==> config.mk <==
export PLATFORM = sky130hd
export DESIGN_NAME = ws2812_rx_flat
export DESIGN_NICKNAME = d
export VERILOG_FILES = /design/src/rtl/ws2812_rx_if.sv /design/src/rtl/ws2812_rx.sv /design/src/flat_wrapper.sv
export SDC_FILE = /design/constraint.sdc
export NUM_CORES = 1
export LEC_CHECK = 0
export CAP_MARGIN = 5
export CORE_ASPECT_RATIO = 0.8
export CORE_MARGIN = 2
export CORE_UTILIZATION = 50
export CTS_CLUSTER_DIAMETER = 80
export DETAILED_ROUTE_END_ITERATION = 10
export HOLD_SLACK_MARGIN = 0.15
export PLACE_DENSITY = 0.75
export SYNTH_ARGS = -nofsm -noshare
export SYNTH_HDL_FRONTEND = slang
export SYNTH_SLANG_ARGS = --single-unit
==> constraint.sdc <==
create_clock -name clk_in -period 2.3 [get_ports clk_in]
set_input_delay 0.46 -clock clk_in [delete_from_list [all_inputs] [get_ports clk_in]]
set_output_delay 0.46 -clock clk_in [all_outputs]
set_load 0.01 [all_outputs]
==> src/rtl/ws2812_rx_if.sv <==
// Output bundle of the WS2812 receiver: decoded byte strobe/data, frame-end and error strobes.
// frame_len_out is present only when WS2812_RX_FRAME_LEN_EN is defined.
interface ws2812_rx_if;
  logic        byte_rdy_out;
  logic [7:0]  byte_data_out;
  logic        frame_rdy_out;
  logic        err_out;
`ifdef WS2812_RX_FRAME_LEN_EN
  logic [15:0] frame_len_out;

  modport master (output byte_rdy_out, byte_data_out, frame_rdy_out, err_out, frame_len_out);
  modport slave  (input  byte_rdy_out, byte_data_out, frame_rdy_out, err_out, frame_len_out);
`else
  modport master (output byte_rdy_out, byte_data_out, frame_rdy_out, err_out);
  modport slave  (input  byte_rdy_out, byte_data_out, frame_rdy_out, err_out);
`endif
endinterface

==> src/rtl/ws2812_rx.sv <==
// WS2812 NRZ receiver: classifies high-pulse widths into bits, packs bytes MSB-first and
// detects the latch gap as end of frame. Optional byte count per frame: WS2812_RX_FRAME_LEN_EN.
module ws2812_rx #(
  parameter int BIT_THRESH = 48,
  parameter int MIN_HIGH   = 8,
  parameter int MAX_HIGH   = 120,
  parameter int RST_CYCLES = 4000,
  parameter int CNT_W      = 13
) (
  input  logic        clk_in,
  input  logic        rst_in,
  input  logic        ws2812_data_in,
  ws2812_rx_if.master rx_if
);

  localparam logic [1:0] ST_SYNC = 2'd0;
  localparam logic [1:0] ST_IDLE = 2'd1;
  localparam logic [1:0] ST_HIGH = 2'd2;
  localparam logic [1:0] ST_LOW  = 2'd3;

  // The counter reads (width - 1) on the cycle the ending edge is seen and (samples - 2) while
  // the level persists, so every limit below is pre-shifted to that reference.
  localparam logic [CNT_W-1:0] CNT_MIN = CNT_W'(MIN_HIGH - 1);
  localparam logic [CNT_W-1:0] CNT_MAX = CNT_W'(MAX_HIGH - 1);
  localparam logic [CNT_W-1:0] CNT_ONE = CNT_W'(BIT_THRESH - 1);
  localparam logic [CNT_W-1:0] CNT_GAP = CNT_W'(RST_CYCLES - 2);
  localparam logic [CNT_W-1:0] CNT_INC = CNT_W'(1);

  logic             sync1_q, sync2_q, hist_q;
  logic             rise, fall, edge_det;
  logic [CNT_W-1:0] cnt_q;
  logic [1:0]       state_q, state_d;
  logic [7:0]       shift_q, shift_d;
  logic [2:0]       bit_cnt_q, bit_cnt_d;
  logic             got_q, got_d;
  logic [7:0]       byte_data_q, byte_data_d;
  logic             byte_rdy_q, byte_rdy_d;
  logic             frame_rdy_q, frame_rdy_d;
  logic             err_q, err_d;
  logic             bit_val, width_ok;
`ifdef WS2812_RX_FRAME_LEN_EN
  logic [15:0]      len_q, len_d;
  logic [15:0]      frame_len_q, frame_len_d;
`endif

  assign rise     = sync2_q & ~hist_q;
  assign fall     = ~sync2_q & hist_q;
  assign edge_det = rise | fall;
  assign bit_val  = (cnt_q >= CNT_ONE);
  assign width_ok = (cnt_q >= CNT_MIN) && (cnt_q <= CNT_MAX);

  always_ff @(posedge clk_in or posedge rst_in) begin
    if (rst_in) begin
      sync1_q <= 1'b0;
      sync2_q <= 1'b0;
      hist_q  <= 1'b0;
      cnt_q   <= '0;
    end else begin
      sync1_q <= ws2812_data_in;
      sync2_q <= sync1_q;
      hist_q  <= sync2_q;
      if (edge_det)
        cnt_q <= '0;
      else if (cnt_q != {CNT_W{1'b1}})
        cnt_q <= cnt_q + CNT_INC;
    end
  end

  always_comb begin
    state_d     = state_q;
    shift_d     = shift_q;
    bit_cnt_d   = bit_cnt_q;
    got_d       = got_q;
    byte_data_d = byte_data_q;
    byte_rdy_d  = 1'b0;
    frame_rdy_d = 1'b0;
    err_d       = 1'b0;
`ifdef WS2812_RX_FRAME_LEN_EN
    len_d       = len_q;
    frame_len_d = frame_len_q;
`endif
    case (state_q)
      ST_SYNC: begin
        if (!sync2_q && !edge_det && cnt_q >= CNT_GAP)
          state_d = ST_IDLE;
      end
      ST_IDLE: begin
        if (rise)
          state_d = ST_HIGH;
      end
      ST_HIGH: begin
        if (fall && width_ok) begin
          shift_d   = {shift_q[6:0], bit_val};
          bit_cnt_d = bit_cnt_q + 3'd1;
          state_d   = ST_LOW;
          if (bit_cnt_q == 3'd7) begin
            byte_data_d = {shift_q[6:0], bit_val};
            byte_rdy_d  = 1'b1;
            got_d       = 1'b1;
`ifdef WS2812_RX_FRAME_LEN_EN
            if (len_q != 16'hFFFF)
              len_d = len_q + 16'd1;
`endif
          end
        end else if (fall || cnt_q >= CNT_MAX) begin
          // Bad width or stuck high: abandon the whole frame and resynchronise on a latch gap.
          err_d     = 1'b1;
          shift_d   = '0;
          bit_cnt_d = '0;
          got_d     = 1'b0;
          state_d   = ST_SYNC;
`ifdef WS2812_RX_FRAME_LEN_EN
          len_d     = '0;
`endif
        end
      end
      default: begin
        if (rise) begin
          state_d = ST_HIGH;
        end else if (cnt_q >= CNT_GAP) begin
          frame_rdy_d = got_q;
          err_d       = (bit_cnt_q != 3'd0);
          shift_d     = '0;
          bit_cnt_d   = '0;
          got_d       = 1'b0;
          state_d     = ST_IDLE;
`ifdef WS2812_RX_FRAME_LEN_EN
          if (got_q)
            frame_len_d = len_q;
          len_d = '0;
`endif
        end
      end
    endcase
  end

  always_ff @(posedge clk_in or posedge rst_in) begin
    if (rst_in) begin
      state_q     <= ST_SYNC;
      shift_q     <= '0;
      bit_cnt_q   <= '0;
      got_q       <= 1'b0;
      byte_data_q <= '0;
      byte_rdy_q  <= 1'b0;
      frame_rdy_q <= 1'b0;
      err_q       <= 1'b0;
`ifdef WS2812_RX_FRAME_LEN_EN
      len_q       <= '0;
      frame_len_q <= '0;
`endif
    end else begin
      state_q     <= state_d;
      shift_q     <= shift_d;
      bit_cnt_q   <= bit_cnt_d;
      got_q       <= got_d;
      byte_data_q <= byte_data_d;
      byte_rdy_q  <= byte_rdy_d;
      frame_rdy_q <= frame_rdy_d;
      err_q       <= err_d;
`ifdef WS2812_RX_FRAME_LEN_EN
      len_q       <= len_d;
      frame_len_q <= frame_len_d;
`endif
    end
  end

  assign rx_if.byte_rdy_out  = byte_rdy_q;
  assign rx_if.byte_data_out = byte_data_q;
  assign rx_if.frame_rdy_out = frame_rdy_q;
  assign rx_if.err_out       = err_q;
`ifdef WS2812_RX_FRAME_LEN_EN
  assign rx_if.frame_len_out = frame_len_q;
`endif

endmodule

==> src/flat_wrapper.sv <==
// flat-port wrapper written by rule: the top's interface ports become plain ports
module ws2812_rx_flat 
#(
  parameter int BIT_THRESH = 48,
  parameter int MIN_HIGH   = 8,
  parameter int MAX_HIGH   = 120,
  parameter int RST_CYCLES = 4000,
  parameter int CNT_W      = 13
)
  (clk_in, rst_in, ws2812_data_in, rx_if_byte_rdy_out, rx_if_byte_data_out, rx_if_frame_rdy_out, rx_if_err_out);
  ws2812_rx_if rx_if_i ();
  input  logic clk_in;
  input  logic rst_in;
  input  logic ws2812_data_in;
  output wire logic [$bits(rx_if_i.byte_rdy_out)-1:0] rx_if_byte_rdy_out;
  output wire logic [$bits(rx_if_i.byte_data_out)-1:0] rx_if_byte_data_out;
  output wire logic [$bits(rx_if_i.frame_rdy_out)-1:0] rx_if_frame_rdy_out;
  output wire logic [$bits(rx_if_i.err_out)-1:0] rx_if_err_out;
  assign rx_if_byte_rdy_out = rx_if_i.byte_rdy_out;
  assign rx_if_byte_data_out = rx_if_i.byte_data_out;
  assign rx_if_frame_rdy_out = rx_if_i.frame_rdy_out;
  assign rx_if_err_out = rx_if_i.err_out;
  ws2812_rx #(.BIT_THRESH(BIT_THRESH), .MIN_HIGH(MIN_HIGH), .MAX_HIGH(MAX_HIGH), .RST_CYCLES(RST_CYCLES), .CNT_W(CNT_W)) u_core (.clk_in(clk_in), .rst_in(rst_in), .ws2812_data_in(ws2812_data_in), .rx_if(rx_if_i));
endmodule
# Yosys cells after proc, flatten, opt, wreduce, memory -nomap -nowiden
# Index checks and enable logic that the tools add are counted.
# op_classes
addsub	2
multipliers	0
div	0
n_lt_le_gt_ge	5
n_eq_ne	9
shifts	0
mux	36
n_bitwise	6
reduce_logical	18
# op_table
operator	n
$mux 7	4
$mux 13	2
$mux 1	15
$pmux 7 s2	1
$add 13x1->13 const B	1
$ge 13x12->1 const B	1
$ge 13x3->1 const B	1
$ge 13x6->1 const B	1
$ge 13x7->1 const B	1
$le 13x7->1 const B	1
$ne 13x13->1 const B	1
$mux 2	6
$mux 3	4
$reduce_and 4->1	2
$pmux 2 s3	1
$pmux 3 s2	1
$reduce_and 5->1	1
$logic_and 1x1->1	4
$ne 2x1->1 const B	2
$pmux 1 s2	2
$reduce_bool 2->1	2
$reduce_bool 4->1	1
$add 3x1->3 const B	1
$eq 3x3->1 const B	1
other kinds (15)	19
# word_totals
reg_bits	40
latch_bits	0
ramBits	0
romBits	0
in_bits	3
output_inout_bits	11
elab_cells	88
n_memories	0

# Longest topological paths before layout
# logic_depth
word_depth	8
ltp_mapped	7
ltp_nobuf	6

# Worst setup path before layout
# No wires, ideal clock.
# synth_timing
path_kind	register to register
from	reg u_core.cnt_q[2]
to	reg u_core.byte_data_q[0], in the netlist u_core.rx_if.byte_data_out[0]
setup_ns	0.125
arrival_time_ns	2.036
t_required_ns	2.175
slack_ns	0.140
stages_incl_launch_ff	6
path_buffers	1
period_less_slack_ns	2.160
path_cell_list	dfrtp_1 -> buf_4 -> a31oi_1 -> mux2_4 -> a2111oi_4 -> mux2_2
# synth_between
elab_chain_cells	4
word_cells_on_any_way	6
classes_between	3 x order compare; 3 x reduce/logical
# synth_rtl
item	line_no	rtl
start, declared	ws2812_rx.sv:31	logic [CNT_W-1:0] cnt_q;
start signal, assigned	ws2812_rx.sv:65	cnt_q <= cnt_q + CNT_INC;
$ge 13x3->1 / $le 13x7->1 (equally long branches)	ws2812_rx.sv:50	assign width_ok = (cnt_q >= CNT_MIN) && (cnt_q <= CNT_MAX);
$logic_and 1x1->1	ws2812_rx.sv:50	
$logic_and 1x1->1	ws2812_rx.sv:92	if (fall && width_ok) begin
$reduce_and 3->1 (no source line)	--	
end signal, assigned	ws2812_rx.sv:156	byte_data_q <= byte_data_d;
end, declared	ws2812_rx.sv:36	logic [7:0] byte_data_q, byte_data_d;
# Several ways; a longest one is shown, not always the timed one.
# A chain may end at the register's enable or synchronous reset.

# Final worst setup path
# layout_timing
from	reg u_core.cnt_q[1]
to	reg u_core.byte_data_q[2], in the netlist u_core.rx_if.byte_data_out[2]
# layout_between
elab_chain_cells	4
word_cells_on_any_way	5
classes_between	2 x order compare; 3 x reduce/logical
# layout_rtl
item	line_no
$ge 13x3->1 / $le 13x7->1 (equally long branches)	ws2812_rx.sv:50
$logic_and 1x1->1 (*)	ws2812_rx.sv:50
$logic_and 1x1->1 (*)	ws2812_rx.sv:92
$reduce_and 3->1 (no source line) (*)	--
# Mark *: on every way between the ends. The rest lies on a longest branch, timed or not.

==> results.md <==
- Status: finished clean
- Post-CTS Resized: 0
- Worst-Skew Late Latency: roughly 0.29 ns
- Int Pwr: a little under 1 mW
- Nets: 196
- Die Footprint: 4280 um2
- Min Tclk post-route: 2.14 ns
- Share of layout cells above drive strength 1: 0.140
- H-Tree Depth: 2
- Placer Congestion: 0.899
- Most used DFF post-synth: dfrtp_1
- Slowest cell delay on critical path: 0.46 ns
- Sum Neg Setup Slack: 0 ns
- CTS max path bufs: 2
- Drt pass-1 iters: 4
- Crit path max-delay family: multiplexers
- Chip height: 58.9 um
- Total CTS buffers: 5
- Initial antenna violation count: 0
- Hold Path End: u_core.sync2_q
- Switching Fraction: 0.233
- Row cnt: 19
- Vias in the first global route: 1310
- Post-Synthesis Cells: 165
- Register area: between 1000 and 1500 um2
- Post-DP HPWL: around 2500 um
- Syn-to-layout area delta: 15.3%
- HP Class: reg -> reg
- CP max stage cell: dfrtp_1
- Clk_skew: 0.00544 ns
- Starting Density: 0.536
- WL final: 3470 um
- Grt ovf: 0
- Clk pwr share: 0.379
- Largest net degree at the start of global routing: 41
- RSZ-0062 raised after global routing: no
- PwrDens: 589 nW/um2
- Via density: 5.81
- Arr. time, crit path: between 2 and 2.5 ns
- Remaining routing DRC violations: 0
- Share of power burned in registers: 0.569
- Net Sw Power: 0.299 mW
- Antenna Cells: 0
- GRT Util Overall: 0.188
- Buf/Inv on CP: 1
- Worst Path Max Fanout: 9
- FF+latch count, synth: 40
- Fillcell total: between 200 and 300
- Syn Area/Cell: about 11 um2
- Yosys warning total: 0
- RR Endpoint: u_core.rx_if.byte_data_out[2]
- Highest clock rate: 0.467 GHz
- Comb power frac: 0.051
- Hold-fix buffers at CTS: 0
- CTS Sinks: 40
- Worst Max-Slew Pin Slew: 0.509 ns
- Flop2flop setup slack: 0.16 ns
- FF-to-FF path depth: 5
- Worst setup EP type: register
- Root Buffer: clkbuf_8
- Peak VDD IR: about 0.43 mV
- I/O pin count: 14
- Critical path startpoint category: register
- Syn_nets: 176
- Overall power: between 1 and 1.5 mW
- Crit Path Category: reg -> reg
- Post-synth ARST share: 1.00
- Synth cell types: 39
- Slew HR: 0.661
- # Max-Cap Violations: 0
- Die width: 72.6 um
- Antenna viol nets, final: 0
- Setup Fix Bufs, Post-CTS: 0
- HP Start: u_core.sync1_q
- First DRT Iteration DRCs: 64
- Port Buffer Count: 13
- Leak: 1.01 nW
- Wire length of the first global-routing pass: 6110 um
- Multi-input logic area: slightly above 800 um2
- Worst EP required: ~2.5 ns
- CP Cell Sequence: a31oi_1 -> mux2_4 -> a2111oi_4 -> buf_4 -> mux2_2
- Post-synth EDFFs: 0
- Sequential fraction of the synthesis area: 0.531
- Core area: 3520 um2
- Min-Delay Path Depth: 0
- Tcrit/Tclk final: 0.932
- Synth Cell Area: 1880 um2
- Clock slew at the register clock pins of the worst setup and hold paths: 0.08 ns
- Routed wire per std cell: 15.2 um
- Crit Reg-Reg Startpoint: u_core.cnt_q[1]
- Pins Over Slew Limit: 0
- Final setup vio count: 0
- TritonCTS clock tree: built
- Hold Fails Final Rpt: 0
- Vias: 1324
## cell type report
class,count,share of cell area
flip-flops and latches,40,0.461
multi-input cells,112,0.381
repair buffers,18,0.0771
clock buffers,7,0.0397
well taps,42,0.0242
inverters,8,0.0138
clock inverters,1,0.00345
## power by group through the flow
stage,registers [mW],clock network [mW],logic (mW)
floorplan,0.738,0,0.0508
global placement,0.741,0,0.0653
detailed placement,0.742,0,0.0669
CTS,0.728,0.496,0.0671
global route,0.731,0.531,0.0763
finish,0.729,0.486,0.0658
## cells by family after synthesis
group / count (synthesis) / synth area share
adders and majority gates: 8 / 0.0531
AOI/OAI and AO/OA: 35 / 0.155
and+or+nand+nor: 52 / 0.139
buffers and inverters: 13 / 0.0292
xor gates and xnor gates: 8 / 0.0372
DFF: 40 / 0.531
muxes: 9 / 0.0558
## cells in the mapped netlist (3+ instances only)
| cell | n | area share |
|---|---|---|
| a21oi_1 | 5 | 0.013 |
| nand2_1 | 10 | 0.020 |
| and3_1 | 3 | 0.010 |
| o21ai_0 | 4 | 0.011 |
| a22o_1 | 9 | 0.042 |
| nor2_1 | 15 | 0.030 |
| xor2_1 | 6 | 0.028 |
| nor3_1 | 3 | 0.0080 |
| inv_1 | 8 | 0.016 |
| nand3_1 | 7 | 0.019 |
| and2_1 | 3 | 0.010 |
| ha_1 | 8 | 0.053 |
| nand4_1 | 3 | 0.010 |
| dfrtp_1 | 40 | 0.53 |
| mux2_2 | 8 | 0.048 |
## placed cells by master (no fill, tap or decap), types with 3 or more instances in the layout
master / instances
clkdlybuf4s50_1: 13
inv_1: 8
nand4_1: 3
buf_4: 5
nand2_1: 10
a21oi_1: 5
nor3_1: 3
mux2_2: 8
o21ai_0: 4
dfrtp_1: 40
a22o_1: 9
nand3_1: 7
clkbuf_8: 6
xor2_1: 6
and2_1: 3
and3_1: 3
ha_1: 8
nor2_1: 15
## sequential cells by signal (all words and copies together), names as in the netlist
| name | flops |
|---|---|
| u_core.rx_if.err_out | 1 |
| u_core.sync2_q | 1 |
| u_core.got_q | 1 |
| u_core.cnt_q | 13 |
| u_core.sync1_q | 1 |
| u_core.rx_if.byte_data_out | 8 |
| u_core.shift_q | 7 |
| u_core.hist_q | 1 |
| u_core.state_q | 2 |
| u_core.rx_if.frame_rdy_out | 1 |
| u_core.bit_cnt_q | 3 |
| u_core.rx_if.byte_rdy_out | 1 |
## per-stage QoR
step | std cells | setup WS [ns] | utilization | hold WS [ns] | instance area [um2]
CTS | 228 | 0.160 | 0.618 | 0.352 | 2170
global placement | 220 | 0.212 | 0.591 | 0.339 | 2080
detailed placement | 220 | 0.170 | 0.591 | 0.335 | 2080
finish | 228 | 0.157 | 0.618 | 0.351 | 2170
floorplan | 165 | 0.140 | - | 0.331 | 1880
global route | 228 | 0.00592 | 0.618 | 0.378 | 2170
## metal layers
layer  wire length [um]  track usage  share of wire
met1               1760        0.268           0.51
met2               1570        0.279           0.45
met3                102       0.0479          0.029
met4                 34       0.0688         0.0098
met5                  0            0              0
## worst max path at each step
stage,from,to,depth (start not counted)
2_1_floorplan,u_core.cnt_q[2],u_core.rx_if.byte_data_out[0],5
3_3_place_gp,u_core.cnt_q[1],u_core.rx_if.byte_data_out[3],5
3_5_place_dp,u_core.cnt_q[1],u_core.rx_if.byte_data_out[2],5
4_1_cts,u_core.cnt_q[1],u_core.rx_if.byte_data_out[2],5
5_1_grt,u_core.cnt_q[1],u_core.rx_if.byte_data_out[3],5
6_report,u_core.cnt_q[1],u_core.rx_if.byte_data_out[2],5
(Power assumes the default switching activity.)
